File: src/rtl/mem_port_arbiter_pkg.sv
// Shared types and constants for the fetch / load-store memory port arbiter.
package mem_port_arbiter_pkg;

  localparam int unsigned BYTES_PER_WORD = 4;
  localparam int unsigned BEAT_W         = 2;
  localparam int unsigned WORD_W         = 8 * BYTES_PER_WORD;

  typedef enum logic [1:0] {
    ST_IDLE = 2'd0,
    ST_XFER = 2'd1,
    ST_DONE = 2'd2
  } state_e;

  typedef enum logic {
    PORT_IF = 1'b0,
    PORT_LS = 1'b1
  } port_e;

  // Big-endian lane select: beat 0 is the most significant byte.
  function automatic logic [7:0] word_byte(input logic [WORD_W-1:0] w,
                                           input logic [BEAT_W-1:0] k);
    logic [7:0] b;
    b = w[31:24];
    case (k)
      2'd0: b = w[31:24];
      2'd1: b = w[23:16];
      2'd2: b = w[15:8];
      2'd3: b = w[7:0];
      default: b = w[31:24];
    endcase
    return b;
  endfunction

  function automatic logic [WORD_W-1:0] set_byte(input logic [WORD_W-1:0] w,
                                                 input logic [BEAT_W-1:0] k,
                                                 input logic [7:0]        b);
    logic [WORD_W-1:0] r;
    r = w;
    case (k)
      2'd0: r[31:24] = b;
      2'd1: r[23:16] = b;
      2'd2: r[15:8]  = b;
      2'd3: r[7:0]   = b;
      default: r[31:24] = b;
    endcase
    return r;
  endfunction

endpackage

File: src/rtl/mem_port_arbiter.sv
// Round-robin arbiter that turns fetch and load/store word requests into
// four big-endian byte beats on a shared single-port byte-wide memory.
module mem_port_arbiter
  import mem_port_arbiter_pkg::*;
#(
  parameter int unsigned ADDR_W = 16
) (
  input  logic              clk,
  input  logic              rst,
  input  logic              if_req,
  input  logic [31:0]       if_addr,
  output logic [31:0]       if_rdata,
  output logic              if_done,
  input  logic              ls_req,
  input  logic              ls_we,
  input  logic [31:0]       ls_addr,
  input  logic [31:0]       ls_wdata,
  output logic [31:0]       ls_rdata,
  output logic              ls_done,
  output logic              busy,
  output logic [ADDR_W-1:0] mem_adr,
  output logic              mem_we,
  output logic [7:0]        mem_wdata,
  input  logic [7:0]        mem_rdata
);

  state_e              state_q, state_d;
  logic [BEAT_W-1:0]   beat_q, beat_d;
  port_e               last_q, last_d;
  port_e               port_q, port_d;
  logic                we_q, we_d;
  logic [ADDR_W-1:0]   wa_q, wa_d;
  logic [WORD_W-1:0]   wdata_q, wdata_d;
  logic [WORD_W-1:0]   if_rdata_q, if_rdata_d;
  logic [WORD_W-1:0]   ls_rdata_q, ls_rdata_d;
  logic                if_done_q, if_done_d;
  logic                ls_done_q, ls_done_d;
  logic                busy_q, busy_d;
  logic [ADDR_W-1:0]   mem_adr_q, mem_adr_d;
  logic                mem_we_q, mem_we_d;
  logic [7:0]          mem_wdata_q, mem_wdata_d;
  port_e               sel;
  logic [31:0]         sel_addr;

  // Byte offset and bits above the array width never reach the array.
  logic unused_addr_bits;
  assign unused_addr_bits = ^{if_addr, ls_addr};

  always_ff @(posedge clk) begin
    if (rst) begin
      state_q     <= ST_IDLE;
      beat_q      <= '0;
      last_q      <= PORT_LS;
      port_q      <= PORT_IF;
      we_q        <= 1'b0;
      wa_q        <= '0;
      wdata_q     <= '0;
      if_rdata_q  <= '0;
      ls_rdata_q  <= '0;
      if_done_q   <= 1'b0;
      ls_done_q   <= 1'b0;
      busy_q      <= 1'b0;
      mem_adr_q   <= '0;
      mem_we_q    <= 1'b0;
      mem_wdata_q <= '0;
    end else begin
      state_q     <= state_d;
      beat_q      <= beat_d;
      last_q      <= last_d;
      port_q      <= port_d;
      we_q        <= we_d;
      wa_q        <= wa_d;
      wdata_q     <= wdata_d;
      if_rdata_q  <= if_rdata_d;
      ls_rdata_q  <= ls_rdata_d;
      if_done_q   <= if_done_d;
      ls_done_q   <= ls_done_d;
      busy_q      <= busy_d;
      mem_adr_q   <= mem_adr_d;
      mem_we_q    <= mem_we_d;
      mem_wdata_q <= mem_wdata_d;
    end
  end

  always_comb begin
    state_d     = state_q;
    beat_d      = beat_q;
    last_d      = last_q;
    port_d      = port_q;
    we_d        = we_q;
    wa_d        = wa_q;
    wdata_d     = wdata_q;
    if_rdata_d  = if_rdata_q;
    ls_rdata_d  = ls_rdata_q;
    if_done_d   = 1'b0;
    ls_done_d   = 1'b0;
    mem_adr_d   = mem_adr_q;
    mem_we_d    = mem_we_q;
    mem_wdata_d = mem_wdata_q;
    sel         = PORT_IF;
    sel_addr    = if_addr;

    case (state_q)
      ST_IDLE: begin
        if (if_req || ls_req) begin
          // On a tie the port that was not served last wins.
          if (if_req && ls_req) sel = (last_q == PORT_LS) ? PORT_IF : PORT_LS;
          else                  sel = if_req ? PORT_IF : PORT_LS;
          sel_addr    = (sel == PORT_LS) ? ls_addr : if_addr;
          port_d      = sel;
          we_d        = (sel == PORT_LS) && ls_we;
          wa_d        = ADDR_W'({sel_addr[31:2], 2'b00});
          wdata_d     = ls_wdata;
          beat_d      = '0;
          state_d     = ST_XFER;
          mem_adr_d   = wa_d;
          mem_we_d    = we_d;
          mem_wdata_d = word_byte(ls_wdata, 2'd0);
        end
      end
      ST_XFER: begin
        if (!we_q) begin
          if (port_q == PORT_LS) ls_rdata_d = set_byte(ls_rdata_q, beat_q, mem_rdata);
          else                   if_rdata_d = set_byte(if_rdata_q, beat_q, mem_rdata);
        end
        beat_d = beat_q + 2'd1;
        if (beat_q == 2'd3) begin
          state_d   = ST_DONE;
          mem_we_d  = 1'b0;
          last_d    = port_q;
          if_done_d = (port_q == PORT_IF);
          ls_done_d = (port_q == PORT_LS);
        end else begin
          mem_adr_d   = wa_q + ADDR_W'(beat_q) + ADDR_W'(1);
          mem_wdata_d = word_byte(wdata_q, beat_q + 2'd1);
        end
      end
      ST_DONE: state_d = ST_IDLE;
      default: state_d = ST_IDLE;
    endcase

    busy_d = (state_d != ST_IDLE);
  end

  assign if_rdata  = if_rdata_q;
  assign ls_rdata  = ls_rdata_q;
  assign if_done   = if_done_q;
  assign ls_done   = ls_done_q;
  assign busy      = busy_q;
  assign mem_adr   = mem_adr_q;
  assign mem_we    = mem_we_q;
  assign mem_wdata = mem_wdata_q;

endmodule

File: config.mk
export PLATFORM = sky130hd
export DESIGN_NAME = mem_port_arbiter
export DESIGN_NICKNAME = d
export VERILOG_FILES = /design/src/rtl/mem_port_arbiter_pkg.sv /design/src/rtl/mem_port_arbiter.sv
export SDC_FILE = /design/constraint.sdc
export NUM_CORES = 1
export LEC_CHECK = 0
export CAP_MARGIN = 20
export CORE_ASPECT_RATIO = 0.75
export CORE_MARGIN = 2
export CORE_UTILIZATION = 49
export CTS_CLUSTER_DIAMETER = 30
export DETAILED_ROUTE_END_ITERATION = 10
export PLACE_DENSITY = 0.84
export REMOVE_ABC_BUFFERS = 1
export SYNTH_ARGS = -nofsm -noshare
export SYNTH_HDL_FRONTEND = slang
export SYNTH_SLANG_ARGS = --single-unit
File: constraint.sdc
create_clock -name clk -period 5 [get_ports clk]
set_input_delay 0.5 -clock clk [delete_from_list [all_inputs] [get_ports clk]]
set_output_delay 0.5 -clock clk [all_outputs]
set_load 0.05 [all_outputs]
==> run summary, run 1 <==
Hold Vio Cnt, Final -> 0
Setup crit start kind -> input port
Static Leak -> 2.966 nW
setup TNS -> 0 ns
die area -> 0.01343 mm^2
port bufs -> 164
Final WS setup -> 2.056 ns
Max H-tree Level -> 4
post-DP HPWL -> 11030 um
Slew Limit Fails -> 0
synthesized area per cell -> 8.207 um^2
final non-filler cell total -> 1047
sequential area share after synthesis -> 0.4735
All-Layer GR Usage -> 0.2591
hold depth -> 2
async set-or-reset flop fraction in the synthesized netlist -> 0
DP Cell Count -> 1015
drt total wl -> 17410 um
Area Growth Syn to Fin -> 34.71%
most frequent cells in the layout -> 163 x clkdlybuf4s50_1, 155 x nand2_1, 145 x dfxtp_1
max_slew headroom -> 0.2595
synthesized flop and latch total -> 145
worst reg2reg setup slack -> 2.39 ns
worst flop-to-flop path endpoint -> mem_adr[2]$_SDFFE_PP0P_
R2R cell count -> 4
pre-CTS WS -> 1.661 ns
Yosys cell types -> 52
worst-margin pin slew -> 1.107 ns
Arr. time, crit path -> 3.28 ns
Ys Warns -> 0
gr ovfl total -> 0
Max VDD drop -> 0.2398 mV
FP Rows -> 35
Clock Latency Late Sink -> 0.42 ns
Switching Fraction -> 0.2944
die width -> 133.2 um
run status -> finished, final reports clean
RePlAce Congestion -> 0.7934
kind of critical path -> in2reg
largest net degree at the start of global routing -> 83
RSZ-0062 raised after global routing -> false
Post-synth EDFFs -> 0
Worst-path clk slew -> 0.06 ns
antenna-violating nets left -> 0
clock power share -> 0.417
root buffer cell -> clkbuf_16
hold path start -> ls_rdata[11]$_SDFFE_PP0P_
IO Count -> 201
Critical Path RT -> 5.33 ns
core area -> 0.01226 mm^2
period utilization -> 0.5889
total power -> 2.867 mW
most common cell after layout, fill and taps aside -> clkdlybuf4s50_1
Post-CTS Resized -> 0
Tmin final -> 2.944 ns
worst min path class -> reg2reg
cts bufs inserted -> 17
fin nets -> 982
wire per inst -> 16.63 um
Cell Chain, Critical Path -> clkdlybuf4s50_1 -> nor2_1 -> nor3_4 -> buf_4 -> nand2_1 -> a21oi_1
CTS tree -> done
ANT cells -> 0
Hold WS -> 0.4523 ns
Worst Skew -> 0.01119 ns
# clock sinks -> 145
fraction of layout cells with a size suffix above 1 -> 0.05902
number of DRC markers in iteration 0 -> 510
Detailed Routing Iterations Pass 1 -> 5
cts hold-fix bufs -> 0
sw power -> 0.8440 mW
Initial Utilization -> 0.5000
sequential power share -> 0.437
Comb pwr share -> 0.147
Worst path slowest cell -> clkdlybuf4s50_1
Synth Flop Type -> dfxtp_1
count of final setup violators -> 0
Max-Cap Viols -> 0
CTS Buffer Depth -> 2
post-route DRC violation count -> 0
worst-path fanout max -> 29
Fmax -> 339.6 MHz
synthesized instance count -> 747
Die H -> 100.9 um
Internal -> 2.023 mW
Vias -> 5850
post-DR vias/cell -> 5.587
crit-path max cell delay -> 1.12 ns
first-pass GRT wire length -> 27520 um
PwrDens -> 347.1 mW/mm^2
vias in the first global route -> 5369
Worst R2R Start -> beat_q[0]$_SDFFE_PP0P_
Synth Cell Area -> 0.006131 mm^2
initial antenna violation count -> 0
crit end category -> flop
Worst Hold Path EP -> ls_rdata[11]$_SDFFE_PP0P_
postcts setup bufs -> 0
-- cells by family (layout without fill, tap and decap cells) --
| logic type | count (synthesis) | count (layout) | synth area share |
|---|---|---|---|
| simple gates | 312 | 312 | 0.2308 |
| compound gates | 177 | 177 | 0.1753 |
| flops | 145 | 145 | 0.4735 |
| buf+inv | 75 | 209 | 0.05694 |
| mux | 29 | 29 | 0.04755 |
| fa+ha+maj | 5 | 5 | 0.01020 |
| xor+xnor | 4 | 4 | 0.005715 |
-- critical path: cells and delay by family --
kind            cells  cell delay (ns)
compound gates      1             0.15
buf+inv             2             1.55
simple gates        3             1.06
-- worst max-delay path by stage --
stage / depth (start not counted) / slack, ns / to / startpoint
after floorplan: 5 / 2.47 / ls_rdata[0]$_SDFFE_PP0P_ / beat_q[0]$_SDFFE_PP0P_
after global placement: 6 / 1.80 / wdata_q[3]$_SDFFE_PP0P_ / if_req
after detailed placement: 6 / 1.66 / wdata_q[18]$_SDFFE_PP0P_ / if_req
after CTS: 6 / 2.09 / wdata_q[18]$_SDFFE_PP0P_ / if_req
after global routing: 6 / 1.77 / wa_q[2]$_SDFFE_PP0P_ / if_req
final: 6 / 2.06 / wdata_q[18]$_SDFFE_PP0P_ / if_req
-- area by class of cell --
class	instances	area, um^2
Multi-Input combinational cell	527	2888
Clock buffer	17	425.4
Sequential cell	145	2903
Clock inverter	15	125.1
Timing Repair Buffer	170	1684
Fill cell	1022	4003
Inverter	7	26.28
Tap cell	166	207.7
-- registers in the layout, summed over array words and instances, names as in the netlist, 2 cells and up --
name	count
state_q	2
mem_adr	16
wdata_q	32
wa_q	14
mem_wdata	8
beat_q	2
if_rdata	32
ls_rdata	32
-- per-layer routing --
layer	up-vias	GRT usage	wire [um]
met2	237	0.4177	8162
met5	-	0	0
met3	22	0.06083	1338
met1	2758	0.3454	7718
li1	2833	-	-
met4	0	0.08920	190
-- through the flow --
step	area, um^2	util
6_report	8259	0.6736
4_1_cts	8259	0.6736
2_1_floorplan	5808	-
3_5_place_dp	7709	0.6287
3_3_place_gp	7709	0.6287
5_1_grt	8259	0.6736
-- power groups by stage --
stage | Clock [mW] | Sequential, mW | Combinational, mW
final | 1.19 | 1.25 | 0.420
after global routing | 1.26 | 1.26 | 0.451
after CTS | 1.21 | 1.25 | 0.418
after detailed placement | 0 | 1.28 | 0.415
after global placement | 0 | 1.27 | 0.409
after floorplan | 0 | 1.36 | 0.141
-- synth_stat cells (3+ instances only) --
cell,count,area (um^2)
nor3b_1,3,22.52
o21ai_0,23,115.1
nand4_1,5,31.28
dfxtp_1,145,2903
a21oi_1,98,490.5
mux2i_1,28,280.3
clkbuf_1,38,142.6
inv_1,7,26.28
a21boi_0,9,67.56
and3_1,11,68.82
ha_1,5,62.56
xnor2_1,3,26.28
nor2_1,43,161.4
a222oi_1,8,80.08
nand2_1,155,581.8
a31oi_1,8,50.05
nand3_1,59,295.3
o21a_1,3,22.52
nor4_1,6,37.54
a211oi_1,11,82.58
nor3_1,14,70.07
buf_2,20,100.1
buf_4,7,52.55
Note: power is estimated with default switching activity, not from simulation.
==> inputs of run 2 (changes only) <==
--- a/config.mk
+++ b/config.mk
@@ -8,10 +8,10 @@
 export CAP_MARGIN = 20
 export CORE_ASPECT_RATIO = 0.75
 export CORE_MARGIN = 2
-export CORE_UTILIZATION = 49
+export CORE_UTILIZATION = 42
 export CTS_CLUSTER_DIAMETER = 30
 export DETAILED_ROUTE_END_ITERATION = 10
-export PLACE_DENSITY = 0.84
+export PLACE_DENSITY = 0.76
 export REMOVE_ABC_BUFFERS = 1
 export SYNTH_ARGS = -nofsm -noshare
 export SYNTH_HDL_FRONTEND = slang
==> constraint.sdc (replaced) <==
create_clock -name clk -period 2.7 [get_ports clk]
set_input_delay 0.27 -clock clk [delete_from_list [all_inputs] [get_ports clk]]
set_output_delay 0.27 -clock clk [all_outputs]
set_load 0.05 [all_outputs]
==> run summary, run 2 (synthesized netlist as in run 1, its figures left out) <==
CP bufs+invs -> 0
wire per inst -> 16.10 um
Worst R2R Start -> beat_q[1]$_SDFFE_PP0P_
worst flop-to-flop path endpoint -> if_rdata[2]$_SDFFE_PP0P_
RePlAce Congestion -> 0.8318
CTS Buffer Depth -> 2
post-route DRC violation count -> 0
IO Count -> 201
# clock sinks -> 145
Critical Path Stages -> 5
largest net degree at the start of global routing -> 90
worst-path fanout max -> 9
All-Layer GR Usage -> 0.2246
core area -> 0.01436 mm^2
initial antenna violation count -> 0
Core Util, Final -> 0.5880
RSZ-0062 raised after global routing -> false
period utilization -> 0.7940
number of DRC markers in iteration 0 -> 485
port bufs -> 164
Vias -> 5839
kind of critical path -> reg2reg
CTS tree -> done
post-DR vias/cell -> 5.347
most frequent cells in the layout -> 163 x clkdlybuf4s50_1, 155 x nand2_1, 145 x dfxtp_1
Tmin final -> 2.144 ns
Clock Latency Late Sink -> 0.42 ns
max_slew headroom -> 0.5206
first-pass GRT wire length -> 27290 um
die width -> 143.5 um
root buffer cell -> clkbuf_16
fin nets -> 993
Critical Path RT -> 2.98 ns
PwrDens -> 645.1 mW/mm^2
Hold WS -> 0.3404 ns
post-DP HPWL -> 11660 um
antenna-violating nets left -> 0
Arr. time, crit path -> 2.42 ns
Worst path slowest cell -> or3_1
hold depth -> 2
Initial Utilization -> 0.4270
Worst-path clk slew -> 0.06 ns
R2R cell count -> 5
vias in the first global route -> 5208
Max H-tree Level -> 4
Placed Area -> 0.007859 mm^2
Static Leak -> 3.044 nW
gr ovfl total -> 0
final instance area -> 0.008443 mm^2
ANT cells -> 0
cts bufs inserted -> 17
Worst Hold Path EP -> state_q[1]$_SDFF_PP0_
Detailed Routing Iterations Pass 1 -> 7
setup TNS -> 0 ns
Hold Vio Cnt, Final -> 0
Worst Skew -> 0.009952 ns
hold path start -> rst
Cell Chain, Critical Path -> ha_1 -> nand3b_2 -> or3_1 -> mux2i_1 -> nor2_1
drt total wl -> 17580 um
Die H -> 108.6 um
worst-margin pin slew -> 0.7191 ns
fraction of layout cells with a size suffix above 1 -> 0.06951
most common cell after layout, fill and taps aside -> clkdlybuf4s50_1
Fmax -> 466.5 MHz
count of final setup violators -> 0
Slew Limit Fails -> 0
Max-Cap Viols -> 0
postcts setup bufs -> 0
cts hold-fix bufs -> 0
crit end category -> flop
worst min path class -> in2reg
FP Rows -> 38
Area Growth Syn to Fin -> 37.71%
fillers -> 1354
Max VDD drop -> 0.5169 mV
run status -> finished, final reports clean
die area -> 0.01559 mm^2
Top delay family on crit path -> simple AND/OR/NAND/NOR gates
crit-path max cell delay -> 0.56 ns
Post-CTS Resized -> 0
Setup crit start kind -> flop
worst reg2reg setup slack -> 0.56 ns
run 2: changes by cell type in the layout (fill, tap and decap cells not counted), sizes merged:
cell	delta
buf	+11
bufinv	+2
clkbuf	+1
clkinv	+4
clkinvlp	-1
inv	-6
run 2: how the worst max path moves through the flow:
stage,startpoint,to
4_1_cts,beat_q[1]$_SDFFE_PP0P_,if_rdata[2]$_SDFFE_PP0P_
6_report,beat_q[1]$_SDFFE_PP0P_,if_rdata[2]$_SDFFE_PP0P_
2_1_floorplan,beat_q[0]$_SDFFE_PP0P_,ls_rdata[0]$_SDFFE_PP0P_
5_1_grt,beat_q[1]$_SDFFE_PP0P_,if_rdata[4]$_SDFFE_PP0P_
3_3_place_gp,if_req,wa_q[2]$_SDFFE_PP0P_
3_5_place_dp,if_req,wa_q[2]$_SDFFE_PP0P_
run 2: per-stage QoR:
step / power [mW] / worst slack (ns) / cells
6_report: 5.447 / 0.5562 / 1092
5_1_grt: 5.660 / 0.3493 / 1092
4_1_cts: 5.474 / 0.5367 / 1092
3_5_place_dp: 3.156 / 0.5075 / 1060
3_3_place_gp: 3.145 / 0.5348 / 1060
2_1_floorplan: 2.778 / 0.1721 / 679
run 2: layer usage:
metal  wire length [um]  up-vias  track usage
li1                   -     2878            -
met1               8012     2708       0.3110
met2               7691      219       0.3340
met3               1533       34      0.06632
met4                347        0      0.07983
met5                  0        -            0
run 2: power breakdown:
part           switching [mW]  total, mW  internal (mW)
clock                   0.959       2.33           1.37
sequential             0.0776       2.32           2.24
combinational           0.484      0.798          0.314
total                    1.52       5.45           3.93
run 2: area by class of cell:
class | instances | area (um^2) | share of cell area
clock buffers | 18 | 429.2 | 0.05083
multi-input cells | 527 | 2888 | 0.3420
flip-flops and latches | 145 | 2903 | 0.3438
repair buffers | 181 | 1792 | 0.2122
well taps | 200 | 250.2 | 0.02964
clock inverters | 14 | 155.1 | 0.01838
inverters | 7 | 26.28 | 0.003112
==> inputs of run 3 (changes only) <==
==> constraint.sdc (replaced) <==
create_clock -name clk -period 1.8 [get_ports clk]
set_input_delay 0.18 -clock clk [delete_from_list [all_inputs] [get_ports clk]]
set_output_delay 0.18 -clock clk [all_outputs]
set_load 0.05 [all_outputs]
==> run summary, run 3 (synthesized netlist as in run 1, its figures left out) <==
worst-margin pin slew -> 0.5579 ns
Max VDD drop -> 0.6950 mV
Max H-tree Level -> 4
Worst path slowest cell -> clkdlybuf4s50_1
count of final setup violators -> 0
total power -> 8.389 mW
fin nets -> 1026
largest net degree at the start of global routing -> 83
die area -> 0.01559 mm^2
Top delay family on crit path -> buffers and inverters
CP bufs+invs -> 1
max_slew headroom -> 0.6274
Top Layer Used -> met4
kind of critical path -> reg2out
Setup crit start kind -> flop
die width -> 143.5 um
WL met3 -> 1418 um
All-Layer GR Usage -> 0.2294
Static Leak -> 3.797 nW
Worst-path clk slew -> 0.06 ns
first-pass GRT wire length -> 28190 um
post-DR vias/cell -> 5.206
port bufs -> 164
wire per inst -> 15.82 um
root buffer cell -> clkbuf_16
Final WS setup -> 0.03170 ns
Critical Path RT -> 1.62 ns
cts bufs inserted -> 17
core area -> 0.01436 mm^2
Worst Skew -> 0.009036 ns
# clock sinks -> 145
worst min path class -> in2reg
final non-filler cell total -> 1125
Fmax -> 565.5 MHz
Max-Cap Viols -> 0
antenna-violating nets left -> 0
fillers -> 1291
CTS tree -> done
crit end category -> output port
Area Growth Syn to Fin -> 44.65%
most frequent cells in the layout -> 155 x nand2_1, 143 x dfxtp_1, 128 x clkdlybuf4s50_1
crit-path max cell delay -> 0.83 ns
fraction of layout cells with a size suffix above 1 -> 0.1157
DR WL met2 -> 8002 um
DP Cell Count -> 1093
Detailed Routing Iterations Pass 1 -> 5
WL met1 -> 8106 um
drt total wl -> 17800 um
gr ovfl total -> 0
post-DP HPWL -> 12270 um
cts hold-fix bufs -> 0
pre-CTS WS -> -0.1364 ns
worst-path fanout max -> 2
Clock Latency Late Sink -> 0.42 ns
run status -> finished, final reports clean
PwrDens -> 945.9 mW/mm^2
ANT cells -> 0
Hold Vio Cnt, Final -> 0
most common cell after layout, fill and taps aside -> nand2_1
Cell Chain, Critical Path -> clkdlybuf4s50_1
vias in the first global route -> 5467
initial antenna violation count -> 0
postcts setup bufs -> 0
setup TNS -> 0 ns
post-route DRC violation count -> 0
Die H -> 108.6 um
Slew Limit Fails -> 0
number of DRC markers in iteration 0 -> 539
Tmin final -> 1.768 ns
period utilization -> 0.9824
Core Util, Final -> 0.6176
Arr. time, crit path -> 1.59 ns
FP Rows -> 38
IO Count -> 201
Initial Utilization -> 0.4270
RePlAce Congestion -> 0.8418
RSZ-0062 raised after global routing -> false
CTS Buffer Depth -> 2
Vias -> 5857
run 3: cell count changes in the layout (fill, tap and decap cells not counted), moves of 3 or more:
cell and change:
inv_8 +3, ha_2 +3, buf_12 +3, ha_1 -3, dlymetal6s2s_1 +32, buf_4 +32
clkdlybuf4s50_1 -35
run 3: worst paths after layout:
| check | from | endpoint | slack (ns) | cells past startpoint |
|---|---|---|---|---|
| max | ls_rdata[3]$_SDFFE_PP0P_ | ls_rdata[3] | 0.03 | 1 |
| min reg2reg | wdata_q[31]$_SDFFE_PP0P_ | wdata_q[31]$_SDFFE_PP0P_ | 0.45 | 2 |
| min | rst | if_rdata[4]$_SDFFE_PP0P_ | 0.13 | 2 |
| max reg2reg | beat_q[1]$_SDFFE_PP0P_ | if_rdata[25]$_SDFFE_PP0P_ | 0.07 | 7 |
run 3: layout make-up:
type	instances	area, um^2	share of cell area
Inverter	7	26.28	0.002963
Timing Repair Buffer	214	2151	0.2425
Clock inverter	15	193.9	0.02187
Sequential cell	145	2905	0.3276
Tap cell	200	250.2	0.02822
Multi-Input combinational cell	527	2917	0.3289
Clock buffer	17	425.4	0.04797
run 3: per-stage QoR:
| step | instance area [um^2] | hold slack [ns] |
|---|---|---|
| floorplan | 5808 | 0.2491 |
| detailed placement | 8139 | 0.4465 |
| finish | 8869 | 0.1349 |
| global route | 8869 | 0.1406 |
| global placement | 8139 | 0.4404 |
| CTS | 8767 | 0.1290 |
run 3: metal layers:
| metal | vias to the layer above | global-route usage |
|---|---|---|
| met4 | 0 | 0.06443 |
| met3 | 24 | 0.06105 |
| met2 | 204 | 0.3412 |
| met1 | 2698 | 0.3284 |
| li1 | 2931 | - |
| met5 | - | 0 |
run 3: report_power, final:
part | switching, mW | internal, mW
Combinational | 0.743 | 0.526
Sequential | 0.108 | 3.36
Clock | 1.54 | 2.11
Total | 2.39 | 6.00
run 3: timing repair:
item | in CTS | in global routing
setup endpoints to repair | 11 | 83
pin swaps | 0 | 1
hold endpoints to repair | 0 | 0
gates resized for setup | 4 | 39
